[config.mk]
export PLATFORM = sky130hd
export DESIGN_NAME = mgmt_pwrgood_monitor_flat
export DESIGN_NICKNAME = d
export VERILOG_FILES = /design/src/rtl/mgmt_pwrgood_monitor_if.sv /design/src/rtl/mgmt_pwrgood_monitor.sv /design/src/flat_wrapper.sv
export SDC_FILE = /design/constraint.sdc
export NUM_CORES = 1
export LEC_CHECK = 0
export ABC_AREA = 1
export CORE_MARGIN = 8
export CORE_UTILIZATION = 50
export CTS_BUF_LIST = sky130_fd_sc_hd__clkbuf_2 sky130_fd_sc_hd__clkbuf_4 sky130_fd_sc_hd__clkbuf_8
export CTS_CLUSTER_DIAMETER = 80
export DETAILED_ROUTE_END_ITERATION = 10
export GPL_TIMING_DRIVEN = 0
export PLACE_DENSITY = 0.73
export SETUP_SLACK_MARGIN = 0.05
export SKIP_LAST_GASP = 1
export SYNTH_ARGS = -nofsm -noshare
export SYNTH_HDL_FRONTEND = slang
export SYNTH_SLANG_ARGS = --single-unit
[constraint.sdc]
create_clock -name clock -period 1.6 [get_ports clock]
set_input_delay 0.32 -clock clock [delete_from_list [all_inputs] [get_ports clock]]
set_output_delay 0.32 -clock clock [all_outputs]
set_load 0.01 [all_outputs]
[src/rtl/mgmt_pwrgood_monitor_if.sv]
// Power-good monitor signal bundle: raw domain levels and software controls in,
// qualified status and interrupt out.
interface mgmt_pwrgood_monitor_if #(
    parameter int NUM_DOMAINS = 2
);
    logic [NUM_DOMAINS-1:0] vdd_logic1_raw;
    logic [NUM_DOMAINS-1:0] domain_en;
    logic [NUM_DOMAINS-1:0] loss_clr;
    logic [NUM_DOMAINS-1:0] pwrgood;
    logic [NUM_DOMAINS-1:0] loss_flag;
    logic                   irq;

    modport master (
        output vdd_logic1_raw, domain_en, loss_clr,
        input  pwrgood, loss_flag, irq
    );

    modport slave (
        input  vdd_logic1_raw, domain_en, loss_clr,
        output pwrgood, loss_flag, irq
    );
endinterface

[src/rtl/mgmt_pwrgood_monitor.sv]
// Per-domain synchronise / debounce / enable-gate of level-shifted "domain powered"
// levels, producing qualified power-good, sticky loss flags and a management irq.
module mgmt_pwrgood_monitor #(
    parameter int NUM_DOMAINS     = 2,
    parameter int SYNC_STAGES     = 2,
    parameter int DEBOUNCE_CYCLES = 16
) (
    input  logic                    clock,
    input  logic                    resetb,
    mgmt_pwrgood_monitor_if.slave   mon
);
    localparam int CNT_W = (DEBOUNCE_CYCLES > 1) ? $clog2(DEBOUNCE_CYCLES) : 1;
    localparam logic [CNT_W-1:0] CNT_LAST = CNT_W'(DEBOUNCE_CYCLES - 1);
    localparam logic [CNT_W-1:0] CNT_ONE  = CNT_W'(1);

    typedef enum logic [1:0] {
        ST_OFF  = 2'd0,
        ST_QUAL = 2'd1,
        ST_GOOD = 2'd2
    } state_t;

    logic [SYNC_STAGES-1:0] sync_q [NUM_DOMAINS];
    state_t                 state_q [NUM_DOMAINS];
    logic [CNT_W-1:0]       cnt_q [NUM_DOMAINS];
    logic [NUM_DOMAINS-1:0] pwrgood_q;
    logic [NUM_DOMAINS-1:0] loss_q;
    logic                   irq_q;

    always_ff @(posedge clock or negedge resetb) begin
        if (!resetb) begin
            for (int i = 0; i < NUM_DOMAINS; i++) begin
                sync_q[i]  <= '0;
                state_q[i] <= ST_OFF;
                cnt_q[i]   <= '0;
            end
            pwrgood_q <= '0;
            loss_q    <= '0;
            irq_q     <= 1'b0;
        end else begin
            for (int i = 0; i < NUM_DOMAINS; i++) begin
                // The last chain stage is the only point the FSM looks at.
                sync_q[i] <= {sync_q[i][SYNC_STAGES-2:0], mon.vdd_logic1_raw[i]};

                // Clear first so a same-edge loss below overrides it.
                if (mon.loss_clr[i])
                    loss_q[i] <= 1'b0;

                case (state_q[i])
                    ST_OFF: begin
                        if (mon.domain_en[i] && sync_q[i][SYNC_STAGES-1]) begin
                            state_q[i] <= ST_QUAL;
                            cnt_q[i]   <= CNT_ONE;
                        end else begin
                            cnt_q[i]   <= '0;
                        end
                    end
                    ST_QUAL: begin
                        if (!mon.domain_en[i] || !sync_q[i][SYNC_STAGES-1]) begin
                            state_q[i] <= ST_OFF;
                            cnt_q[i]   <= '0;
                        end else if (cnt_q[i] == CNT_LAST) begin
                            state_q[i]   <= ST_GOOD;
                            pwrgood_q[i] <= 1'b1;
                        end else begin
                            cnt_q[i] <= cnt_q[i] + CNT_ONE;
                        end
                    end
                    ST_GOOD: begin
                        if (!mon.domain_en[i]) begin
                            state_q[i]   <= ST_OFF;
                            cnt_q[i]     <= '0;
                            pwrgood_q[i] <= 1'b0;
                        end else if (!sync_q[i][SYNC_STAGES-1]) begin
                            state_q[i]   <= ST_OFF;
                            cnt_q[i]     <= '0;
                            pwrgood_q[i] <= 1'b0;
                            loss_q[i]    <= 1'b1;
                        end
                    end
                    default: begin
                        state_q[i]   <= ST_OFF;
                        cnt_q[i]     <= '0;
                        pwrgood_q[i] <= 1'b0;
                    end
                endcase
            end

            // Deliberately one edge behind loss_flag.
            irq_q <= |loss_q;
        end
    end

    assign mon.pwrgood   = pwrgood_q;
    assign mon.loss_flag = loss_q;
    assign mon.irq       = irq_q;
endmodule

[src/flat_wrapper.sv]
// flat-port wrapper written by rule: the top's interface ports become plain ports
module mgmt_pwrgood_monitor_flat 
#(
    parameter int NUM_DOMAINS     = 2,
    parameter int SYNC_STAGES     = 2,
    parameter int DEBOUNCE_CYCLES = 16
)
  (clock, resetb, mon_vdd_logic1_raw, mon_domain_en, mon_loss_clr, mon_pwrgood, mon_loss_flag, mon_irq);
  mgmt_pwrgood_monitor_if #(.NUM_DOMAINS(NUM_DOMAINS)) mon_i ();
  input  logic clock;
  input  logic resetb;
  input wire logic [$bits(mon_i.vdd_logic1_raw)-1:0] mon_vdd_logic1_raw;
  input wire logic [$bits(mon_i.domain_en)-1:0] mon_domain_en;
  input wire logic [$bits(mon_i.loss_clr)-1:0] mon_loss_clr;
  output wire logic [$bits(mon_i.pwrgood)-1:0] mon_pwrgood;
  output wire logic [$bits(mon_i.loss_flag)-1:0] mon_loss_flag;
  output wire logic [$bits(mon_i.irq)-1:0] mon_irq;
  assign mon_i.vdd_logic1_raw = mon_vdd_logic1_raw;
  assign mon_i.domain_en = mon_domain_en;
  assign mon_i.loss_clr = mon_loss_clr;
  assign mon_pwrgood = mon_i.pwrgood;
  assign mon_loss_flag = mon_i.loss_flag;
  assign mon_irq = mon_i.irq;
  mgmt_pwrgood_monitor #(.NUM_DOMAINS(NUM_DOMAINS), .SYNC_STAGES(SYNC_STAGES), .DEBOUNCE_CYCLES(DEBOUNCE_CYCLES)) u_core (.clock(clock), .resetb(resetb), .mon(mon_i));
endmodule
==> qor.yml, run 1 <==
finish:
  fin_util_pct: 62.44
  antennaDiodeCount: 0
  fin_area_um2: 1212
  fin_nets: 144
  drive_above_1_share_pct: 18.80
  area_growth_pct: 18.75
  nFillCells: 181
  final_cells: 160
timing:
  hold_viol: 0
  skew_ns: 0.008093
  min_period_over_period_pct: 94.04
  slew_headroom_pct: 38.38
  worst_pin_slew_ns: 0.9215
  min_period_ns: 1.505
  grt_setup_unrepaired: "no"
  timing.setup.tns_ns: 0
  setup_violations: 0
  slew_viol_final: 0
  fmax_ghz: 0.6646
worst_setup_path:
  slowest_delay_ns: 0.54
  cp_num_buf_inv: 1
  critPathArrivalTime_ns: 1.18
  critPathSlowestCell: "clkdlybuf4s50_1"
  r2r_slack_ns: 0.28
  critPathRequiredTime_ns: 1.28
  critPathTopFamily: "buffers and inverters"
  startpoint_type: "flip-flop"
  r2r_start: "u_core.cnt_q[4]"
  crit_type: "reg -> out"
  crit_start: "u_core.mon.loss_flag[1]"
  path_cells: "clkdlybuf4s50_1"
  cp_max_fo: 2
  worstSetupEndpointType: "primary output"
hold_path:
  holdCritPathClass: "reg -> reg"
  hold_start: "u_core.sync_q[0]"
die:
  num_rows: 16
  ios: 13
  die_h_um: 61.19
  die_w_um: 61.19
  start_util_pct: 52.58
  coreArea_um2: 1942
  die_area_um2: 3744
placed_design:
  placed_cell_area_um2: 1175
  routabilityCongestion: 0.8336
  io_buffer_count: 12
  dp_hpwl_mm: 1.494
  placed_cells: 156
global_routing:
  track_usage_pct: 11.32
  grt_pass1_vias: 826
  grt_max_degree: 22
  grt_pass1_wl_mm: 3.222
  grt.overflow.total: 0
  antenna_found_initial: 0
synthesis:
  synth.distinct_cells: 21
  ys_seq_area_share_pct: 51.47
  synth_common_cells: "35 x nand2_1, 21 x dfrtp_1, 11 x inv_1"
  synthCells: 117
  synthArstFlopShare_pct: 100.0
  ys_ff_latch: 21
  synth_edf_count: 0
  synth_area_per_cell_um2: 8.726
  ys_top_cells_by_area: "dfrtp_1 51%, nand2_1 13%, nand3_1 4.4%, inv_1 4.0%, o21ai_2 3.4%"
  yosys.area.top_type: "dfrtp_1"
  syn-cell-area_um2: 1021
  synth-main-ff-cell: "dfrtp_1"
  syn_nets: 127
  synth_warnings: 0
  post-synth-top-count-cell: "nand2_1"
  netlist.area_leader.share_pct: 51.47
job:
  max-cap-violations: 0
cts:
  h-tree-depth: 1
  hold_buffers: 0
  numCtsBuffers: 3
  path_clk_slew_ns: 0.11
  clock_sinks: 21
  clk_latency_ns: 0.30
  clock_path_buffers: 2
  cts_tree: "yes"
  root_buffer: "clkbuf_4"
detailed_routing:
  post_drt_wl_per_cell_um: 11.61
  firstDrtPassIters: 4
  wirelength_mm: 1.858
  via_count: 783
  ant_nets: 0
  vias_per_cell: 4.894
  drt-initial-drc-count: 12
  drc: 0
pwr:
  fin_total_pwr_mw: 0.8787
  ir_worst_vdd_mv: 0.5567
  p_leak_nw: 0.6519
  power.density_nw_per_um2: 724.8
status:
  status: "finished clean"
-- final timing paths --
path                                     to  cells past startpoint
setup reg to reg            u_core.cnt_q[4]                      7
setup / recovery           mon_loss_flag[1]                      1
hold reg to reg            u_core.sync_q[1]                      0
max in group asynchronous    u_core.mon.irq                      1
min in group asynchronous   u_core.cnt_q[4]                      1
hold / removal             u_core.sync_q[1]                      0
-- metrics by stage --
| step | hold WS [ns] | setup WS (ns) |
|---|---|---|
| 6_report | 0.3599 | 0.09539 |
| 5_1_grt | 0.3686 | 0.05993 |
| 4_1_cts | 0.3648 | 0.06117 |
| 3_5_place_dp | 0.3395 | 0.1051 |
| 3_3_place_gp | 0.3330 | 0.1027 |
| 2_1_floorplan | 0.02441 | 0.4210 |
-- area by class of cell --
type	count	area, µm²	area share, %
flip-flops and latches	21	525.5	43.34
multi-input cells	80	435.4	35.91
repair buffers	12	127.6	10.53
inverters	16	60.06	4.954
well taps	27	33.78	2.786
clock buffers	4	30.03	2.477
-- flip-flops by register name (all words and copies together), names as in the netlist --
name / cells
u_core.mon.irq: 1
u_core.sync_q: 4
u_core.state_q: 4
u_core.cnt_q: 8
u_core.mon.pwrgood: 2
u_core.mon.loss_flag: 2
-- power breakdown --
part	switching, mW	leakage, nW	total (mW)	internal [mW]
Sequential	0.0103	0.280	0.553	0.542
Clock	0.153	0.0184	0.267	0.114
Combinational	0.0335	0.354	0.0592	0.0257
-- cell usage in the layout (no fill, tap or decap) --
cell type         n
a21oi_1           1
clkbuf_4          4
clkdlybuf4s50_1   9
clkinv_1          1
dfrtp_1          21
dlymetal6s2s_1    3
ha_1              2
inv_1            11
inv_2             4
nand2_1          35
nand2_2           5
nand2_4           2
nand2_8           1
nand3_1           9
nand3_2           1
nand4_1           2
nor2_1            7
nor2_2            1
nor2_4            1
o21a_1            1
o21ai_0           3
o21ai_2           4
o22ai_1           3
or2_2             2
-- worst reg2reg max path: cells and delay by family (launching register included) --
kind,cells,cell delay [ns]
flops,1,0.46
compound gates,1,0.07
fa+ha+maj,1,0.26
simple gates,4,0.36
buf+inv,1,0.09
-- timing repair --
action | 4_1_cts | 5_1_grt
setup buffers | 0 | 0
setup endpoints to repair | 0 | 3
resized for setup | 0 | 3
hold endpoints to repair | 0 | 0
-- routing by layer --
| layer | track usage, % | wire length (µm) |
|---|---|---|
| met1 | 11.85 | 858 |
| met2 | 21.19 | 947 |
| met4 | 4.983 | 8 |
| met5 | 0 | 0 |
| met3 | 2.088 | 45 |
-- cells by family after synthesis --
| family | Yosys count | synth area share (%) |
|---|---|---|
| compound gates | 12 | 7.965 |
| fa+ha+maj | 2 | 2.451 |
| buf+inv | 16 | 5.882 |
| flops | 21 | 51.47 |
| simple gates | 66 | 32.23 |
Note: power is estimated with default switching activity, not from simulation.
==> run 2, diff against run 1 <==
- CORE_MARGIN: 8 -> 3
==> run 2 against run 1 <==
Die area shrank 30%. Critical path depth is the same. Sequential power is essentially flat. Fmax grew 0.88%. First-iteration DRC count grew to 2.6 times the previous value. Combinational power shrank 0.8%. Clock skew shrank 0.0075 ns. Critical path type unchanged. Critical endpoint is now mon_irq.
==> qor.yml, run 2 (synthesized netlist as in run 1, its figures left out) <==
status:
  status: "finished clean"
worst_setup_path:
  cp_max_fo: 1  # -1
  crit_type: "reg -> out"
  critPathRequiredTime_ns: 1.28  # about the same
  cp_num_buf_inv: 1  # unchanged
  reg2reg_to: "u_core.cnt_q[4]"
  r2r_slack_ns: 0.28  # about the same
  path_cells: "clkdlybuf4s50_1"
  slowest_delay_ns: 0.53  # about the same
  worstSetupEndpointType: "primary output"
  r2r_start: "u_core.cnt_q[4]"
  reg2reg_depth: 7  # unchanged
  critPathSlowestCell: "clkdlybuf4s50_1"
  critPathTopFamily: "buffers and inverters"
  startpoint_type: "flip-flop"
  critPathArrivalTime_ns: 1.17  # about the same
timing:
  min_period_ns: 1.492  # -0.01309 ns
  holdWs_ns: 0.3604  # +0.0005100 ns
  setup_violations: 0  # unchanged
  fmax_ghz: 0.6705  # +0.88%
  skew_ns: 0.0006211  # -0.007472 ns
  worst_pin_slew_ns: 0.8860  # -0.03541 ns
  slew_viol_final: 0  # unchanged
  finalWorstSetupSlack_ns: 0.1085  # +0.01309 ns
  min_period_over_period_pct: 93.22  # -0.82 points
  grt_setup_unrepaired: "no"
  slew_headroom_pct: 40.75  # +2.4 points
  hold_viol: 0  # unchanged
  timing.setup.tns_ns: 0  # unchanged
finish:
  top_register: "u_core.cnt_q"
  largest_reg_flops: 8  # unchanged
  final_cells: 158  # -1.3%
  fin_util_pct: 66.46  # +4.0 points
  area_growth_pct: 18.50
  seq_area_um2: 525.5  # unchanged
  nFillCells: 150  # -17%
  final_cell_mix: "35 x nand2_1, 21 x dfrtp_1, 11 x inv_1"
  final_common_cell: "nand2_1"
  drive_above_1_share_pct: 18.80  # unchanged
  reg_top3: "u_core.cnt_q: 8 flops, u_core.state_q: 4 flops, u_core.sync_q: 4 flops"
  fin_nets: 144  # unchanged
  fin_area_um2: 1210  # -0.21%
  multi_input_area_um2: 435.4  # unchanged
  antennaDiodeCount: 0  # unchanged
cts:
  clock_path_buffers: 2  # unchanged
  hold_buffers: 0  # unchanged
  h-tree-depth: 1  # unchanged
  numCtsBuffers: 3  # unchanged
  root_buffer: "clkbuf_4"
  clock_sinks: 21  # unchanged
  cts_tree: "yes"
  path_clk_slew_ns: 0.12  # about the same
  post_cts_buffers: 0  # unchanged
  clk_latency_ns: 0.30  # about the same
die:
  num_rows: 15  # -1
  die_w_um: 51.19  # -16%
  die_h_um: 51.19  # -16%
  ios: 13  # unchanged
  coreArea_um2: 1821  # -6.2%
  start_util_pct: 56.08  # +3.5 points
  die_area_um2: 2620  # -30%
detailed_routing:
  via_count: 757  # -3.3%
  drt-initial-drc-count: 31  # +19
  ant_nets: 0  # unchanged
  drc: 0  # unchanged
  post_drt_wl_per_cell_um: 11.23  # -3.3%
  firstDrtPassIters: 4  # unchanged
  vias_per_cell: 4.791  # -2.1%
  wirelength_mm: 1.775  # -4.5%
placed_design:
  place_ws_ns: 0.07119  # -0.03392 ns
  routabilityCongestion: 0.8656  # +3.8%
  io_buffer_count: 12  # unchanged
  dp_hpwl_mm: 1.328  # -11%
  placed_cell_area_um2: 1172  # -0.21%
  placed_cells: 154  # -1.3%
pwr:
  p_leak_nw: 0.6700  # +2.8%
  power.density_nw_per_um2: 714.3  # -1.4%
  fin_total_pwr_mw: 0.8643  # -1.6%
  ir_worst_vdd_mv: 0.4553  # -18%
global_routing:
  grt_pass1_wl_mm: 2.925  # -9.2%
  antenna_found_initial: 0  # unchanged
  grt_max_degree: 22  # unchanged
  grt_pass1_vias: 677  # -18%
  grt.overflow.total: 0  # unchanged
  track_usage_pct: 14.81  # +3.5 points
hold_path:
  min_path_cells: 0  # unchanged
  holdCritPathClass: "reg -> reg"
  holdPathEnd: "u_core.sync_q[1]"
  hold_start: "u_core.sync_q[0]"
job:
  max-cap-violations: 0  # unchanged
==> run 2: timing repair <==
| item | 4_1_cts | 5_1_grt |
|---|---|---|
| resized for setup | 0 | 4 |
| endpoints found under the setup margin | 0 | 4 |
| hold endpoints to repair | 0 | 0 |
==> run 2: area by class of cell <==
type / instances / share of cell area (%)
Multi-Input combinational cell: 80 / 35.99
Inverter: 16 / 4.964
Timing Repair Buffer: 12 / 10.75
Sequential cell: 21 / 43.43
Tap cell: 25 / 2.585
Clock buffer: 3 / 1.861
Clock inverter: 1 / 0.4137
==> run 2: routing by layer <==
metal	up-vias	track usage [%]	part of all wire [%]
met1	327	20.45	47
met3	4	4.665	8.6
met2	26	22.10	43
met4	0	4.484	1.5
li1	400	-	-
met5	-	0	0
==> run 2: how the worst max path moves through the flow <==
stage	from	to	slack, ns	cells after the start
4_1_cts	u_core.mon.pwrgood[0]	mon_pwrgood[0]	0.06	1
3_5_place_dp	mon_domain_en[0]	u_core.cnt_q[7]	0.07	8
3_3_place_gp	mon_domain_en[1]	u_core.cnt_q[0]	0.1	7
6_report	u_core.mon.irq	mon_irq	0.11	1
5_1_grt	u_core.mon.irq	mon_irq	0.05	1
2_1_floorplan	u_core.cnt_q[4]	u_core.cnt_q[4]	0.42	7
==> run 2: power by group <==
group | switching (mW) | total, mW | internal, mW
Clock | 0.160 | 0.253 | 0.0931
Combinational | 0.0329 | 0.0587 | 0.0258
Sequential | 0.0103 | 0.553 | 0.542
Total | 0.203 | 0.864 | 0.661
==> run 3, diff against run 2 <==
- CORE_ASPECT_RATIO: default -> 1.1
- CORE_UTILIZATION: 50 -> 35
- MAX_ROUTING_LAYER: default -> met4
- PLACE_DENSITY: 0.73 -> default
==> run 3 against run 2 <==
Combinational power up 1%. Total power up 2.4%. Clock skew about the same. Final cell count up 3.8%. Fmax up 12%. Sequential share of layout area about the same. Core utilization down 21 points. Critical path type is now reg -> reg.
==> qor.yml, run 3 (synthesized netlist as in run 1, its figures left out) <==
detailed_routing:
  met1_length_um: 778  # -6.9%
  drc: 0  # unchanged
  ant_nets: 0  # unchanged
  via_count: 788  # +4.1%
  wirelength_mm: 1.833  # +3.3%
  drt-initial-drc-count: 23  # -26%
  dr_wl_met3_um: 57  # -63%
  firstDrtPassIters: 4  # unchanged
  highest_layer: "met4"
  vias_per_cell: 4.805  # +0.29%
  post_drt_wl_per_cell_um: 11.18  # -0.51%
  wl_met2_um: 942  # +24%
placed_design:
  io_buffer_count: 12  # unchanged
  placed_cell_area_um2: 1180  # +0.64%
  routabilityCongestion: 0.7749  # -10%
  dp_hpwl_mm: 1.374  # +3.4%
pwr:
  switching_share_pct: 25.00  # +1.5 points
  power.density_nw_per_um2: 730.5  # +2.3%
  p_seq_share_pct: 62.5  # -1.4 points
  p_leak_nw: 0.6433  # -4.0%
  power.internal_mw: 0.6636  # +0.36%
  ir_worst_vdd_mv: 0.5671  # +25%
  switchingPower_mw: 0.2211  # +8.9%
  clockPowerShare_pct: 30.8  # +1.5 points
  pwr-share-comb_pct: 6.7  # about the same
timing:
  worst_pin_slew_ns: 0.9653  # +0.07926 ns
  slew_viol_final: 0  # unchanged
  grt_setup_unrepaired: "no"
  hold_viol: 0  # unchanged
  setup_violations: 0  # unchanged
  min_period_over_period_pct: 83.46  # -9.8 points
  timing.setup.tns_ns: 0  # unchanged
  min_period_ns: 1.335  # -0.1562 ns
  skew_ns: 0.0009775  # +0.0003564 ns
  fmax_ghz: 0.7489  # +12%
  slew_headroom_pct: 35.44  # -5.3 points
die:
  die_area_um2: 3602  # +37%
  die_h_um: 62.65  # +22%
  coreArea_um2: 2639  # +45%
  die_w_um: 57.50  # +12%
  ios: 13  # unchanged
  num_rows: 19  # +4
  start_util_pct: 38.69  # -17 points
cts:
  clk_latency_ns: 0.31  # about the same
  clock_sinks: 21  # unchanged
  cts_tree: "yes"
  numCtsBuffers: 3  # unchanged
  clock_path_buffers: 2  # unchanged
  root_buffer: "clkbuf_4"
  path_clk_slew_ns: 0.12  # about the same
  hold_buffers: 0  # unchanged
  post_cts_buffers: 0  # unchanged
  h-tree-depth: 1  # unchanged
finish:
  drive_above_1_share_pct: 18.80  # unchanged
  reg_top3: "u_core.cnt_q: 8 flops, u_core.state_q: 4 flops, u_core.sync_q: 4 flops"
  area_growth_pct: 18.63
  top_register: "u_core.cnt_q"
  fin_area_um2: 1211  # +0.10%
  largest_reg_flops: 8  # unchanged
  antennaDiodeCount: 0  # unchanged
  final_common_cell: "nand2_1"
  final_cell_mix: "35 x nand2_1, 21 x dfrtp_1, 11 x inv_1"
  fin_nets: 144  # unchanged
job:
  max-cap-violations: 0  # unchanged
worst_setup_path:
  cp_max_fo: 6  # +5
  reg2reg_to: "u_core.cnt_q[4]"
  r2r_start: "u_core.cnt_q[4]"
  crit_type: "reg -> reg"
  startpoint_type: "flip-flop"
  critPathArrivalTime_ns: 1.55  # +0.38 ns
  worstSetupEndpointType: "flip-flop"
  critPathRequiredTime_ns: 1.82  # +0.54 ns
  r2r_slack_ns: 0.26  # -0.02 ns
  reg2reg_depth: 7  # unchanged
global_routing:
  grt_pass1_vias: 798  # +18%
  antenna_found_initial: 0  # unchanged
  grt_pass1_wl_mm: 3.429  # +17%
  grt_max_degree: 22  # unchanged
  track_usage_pct: 12.54  # -2.3 points
  grt.overflow.total: 0  # unchanged
hold_path:
  hold_start: "u_core.sync_q[2]"
  holdPathEnd: "u_core.sync_q[3]"
  holdCritPathClass: "reg -> reg"
  min_path_cells: 0  # unchanged
status:
  status: "finished clean"
[run 3: worst max path at each step]
| stage | end | slack [ns] | from | cells past startpoint |
|---|---|---|---|---|
| final | u_core.cnt_q[4] | 0.26 | u_core.cnt_q[4] | 7 |
| after global routing | u_core.mon.pwrgood[0] | 0.11 | u_core.cnt_q[4] | 6 |
| after floorplan | u_core.cnt_q[4] | 0.42 | u_core.cnt_q[4] | 7 |
| after global placement | u_core.mon.pwrgood[0] | 0.07 | resetb | 1 |
| after detailed placement | u_core.sync_q[3] | 0.03 | resetb | 1 |
| after CTS | mon_loss_flag[0] | 0.05 | u_core.mon.loss_flag[0] | 1 |
[run 3: layer usage]
layer  global-route usage, %  vias to the layer above
li1                        -                      403
met1                   14.18                      368
met2                   20.34                       11
met3                   1.860                        6
met4                   7.826                        0
met5                       -                        -
[run 3: layout make-up]
class,instances,area [µm²]
Tap cell,31,38.79
Multi-Input combinational cell,80,435.4
Fill cell,263,1428
Clock buffer,3,22.52
Inverter,16,60.06
Timing Repair Buffer,12,121.4
Sequential cell,21,525.5
Clock inverter,1,7.507
[run 3: what timing repair did]
| item | 4_1_cts | 5_1_grt |
|---|---|---|
| setup endpoints to repair | 3 | 2 |
| endpoints found under the hold margin | 0 | 0 |
| gates resized for setup | 3 | 2 |
[run 3: through the flow]
| step | util, % | power [mW] | setup WS [ns] | hold WS [ns] | cells |
|---|---|---|---|---|---|
| finish | 45.90 | 0.8847 | 0.2647 | 0.3701 | 164 |
| global route | 45.90 | 0.9400 | 0.1090 | 0.3968 | 164 |
| CTS | 45.71 | 0.9080 | 0.05162 | 0.3759 | 164 |
| detailed placement | 44.71 | 0.6241 | 0.02532 | 0.3355 | 160 |
| global placement | 44.71 | 0.6221 | 0.06802 | 0.3322 | 160 |
| floorplan | - | 0.5873 | 0.4210 | 0.02441 | 117 |
[run 3: power by group through the flow]
| stage | registers (mW) | logic, mW | clock network [mW] |
|---|---|---|---|
| after floorplan | 0.560 | 0.0271 | 0 |
| after global placement | 0.562 | 0.0596 | 0 |
| after detailed placement | 0.563 | 0.0608 | 0 |
| after CTS | 0.553 | 0.0607 | 0.294 |
| after global routing | 0.555 | 0.0674 | 0.318 |
| final | 0.553 | 0.0593 | 0.273 |
[run 3: critical path, cell delays in order (launching register included)]
cell      delay (ns)
dfrtp_1         0.45
ha_1            0.25
nand3_2         0.13
clkinv_1        0.10
nand2_2         0.10
nand2_4         0.07
nand2_1         0.06
o21ai_0         0.07
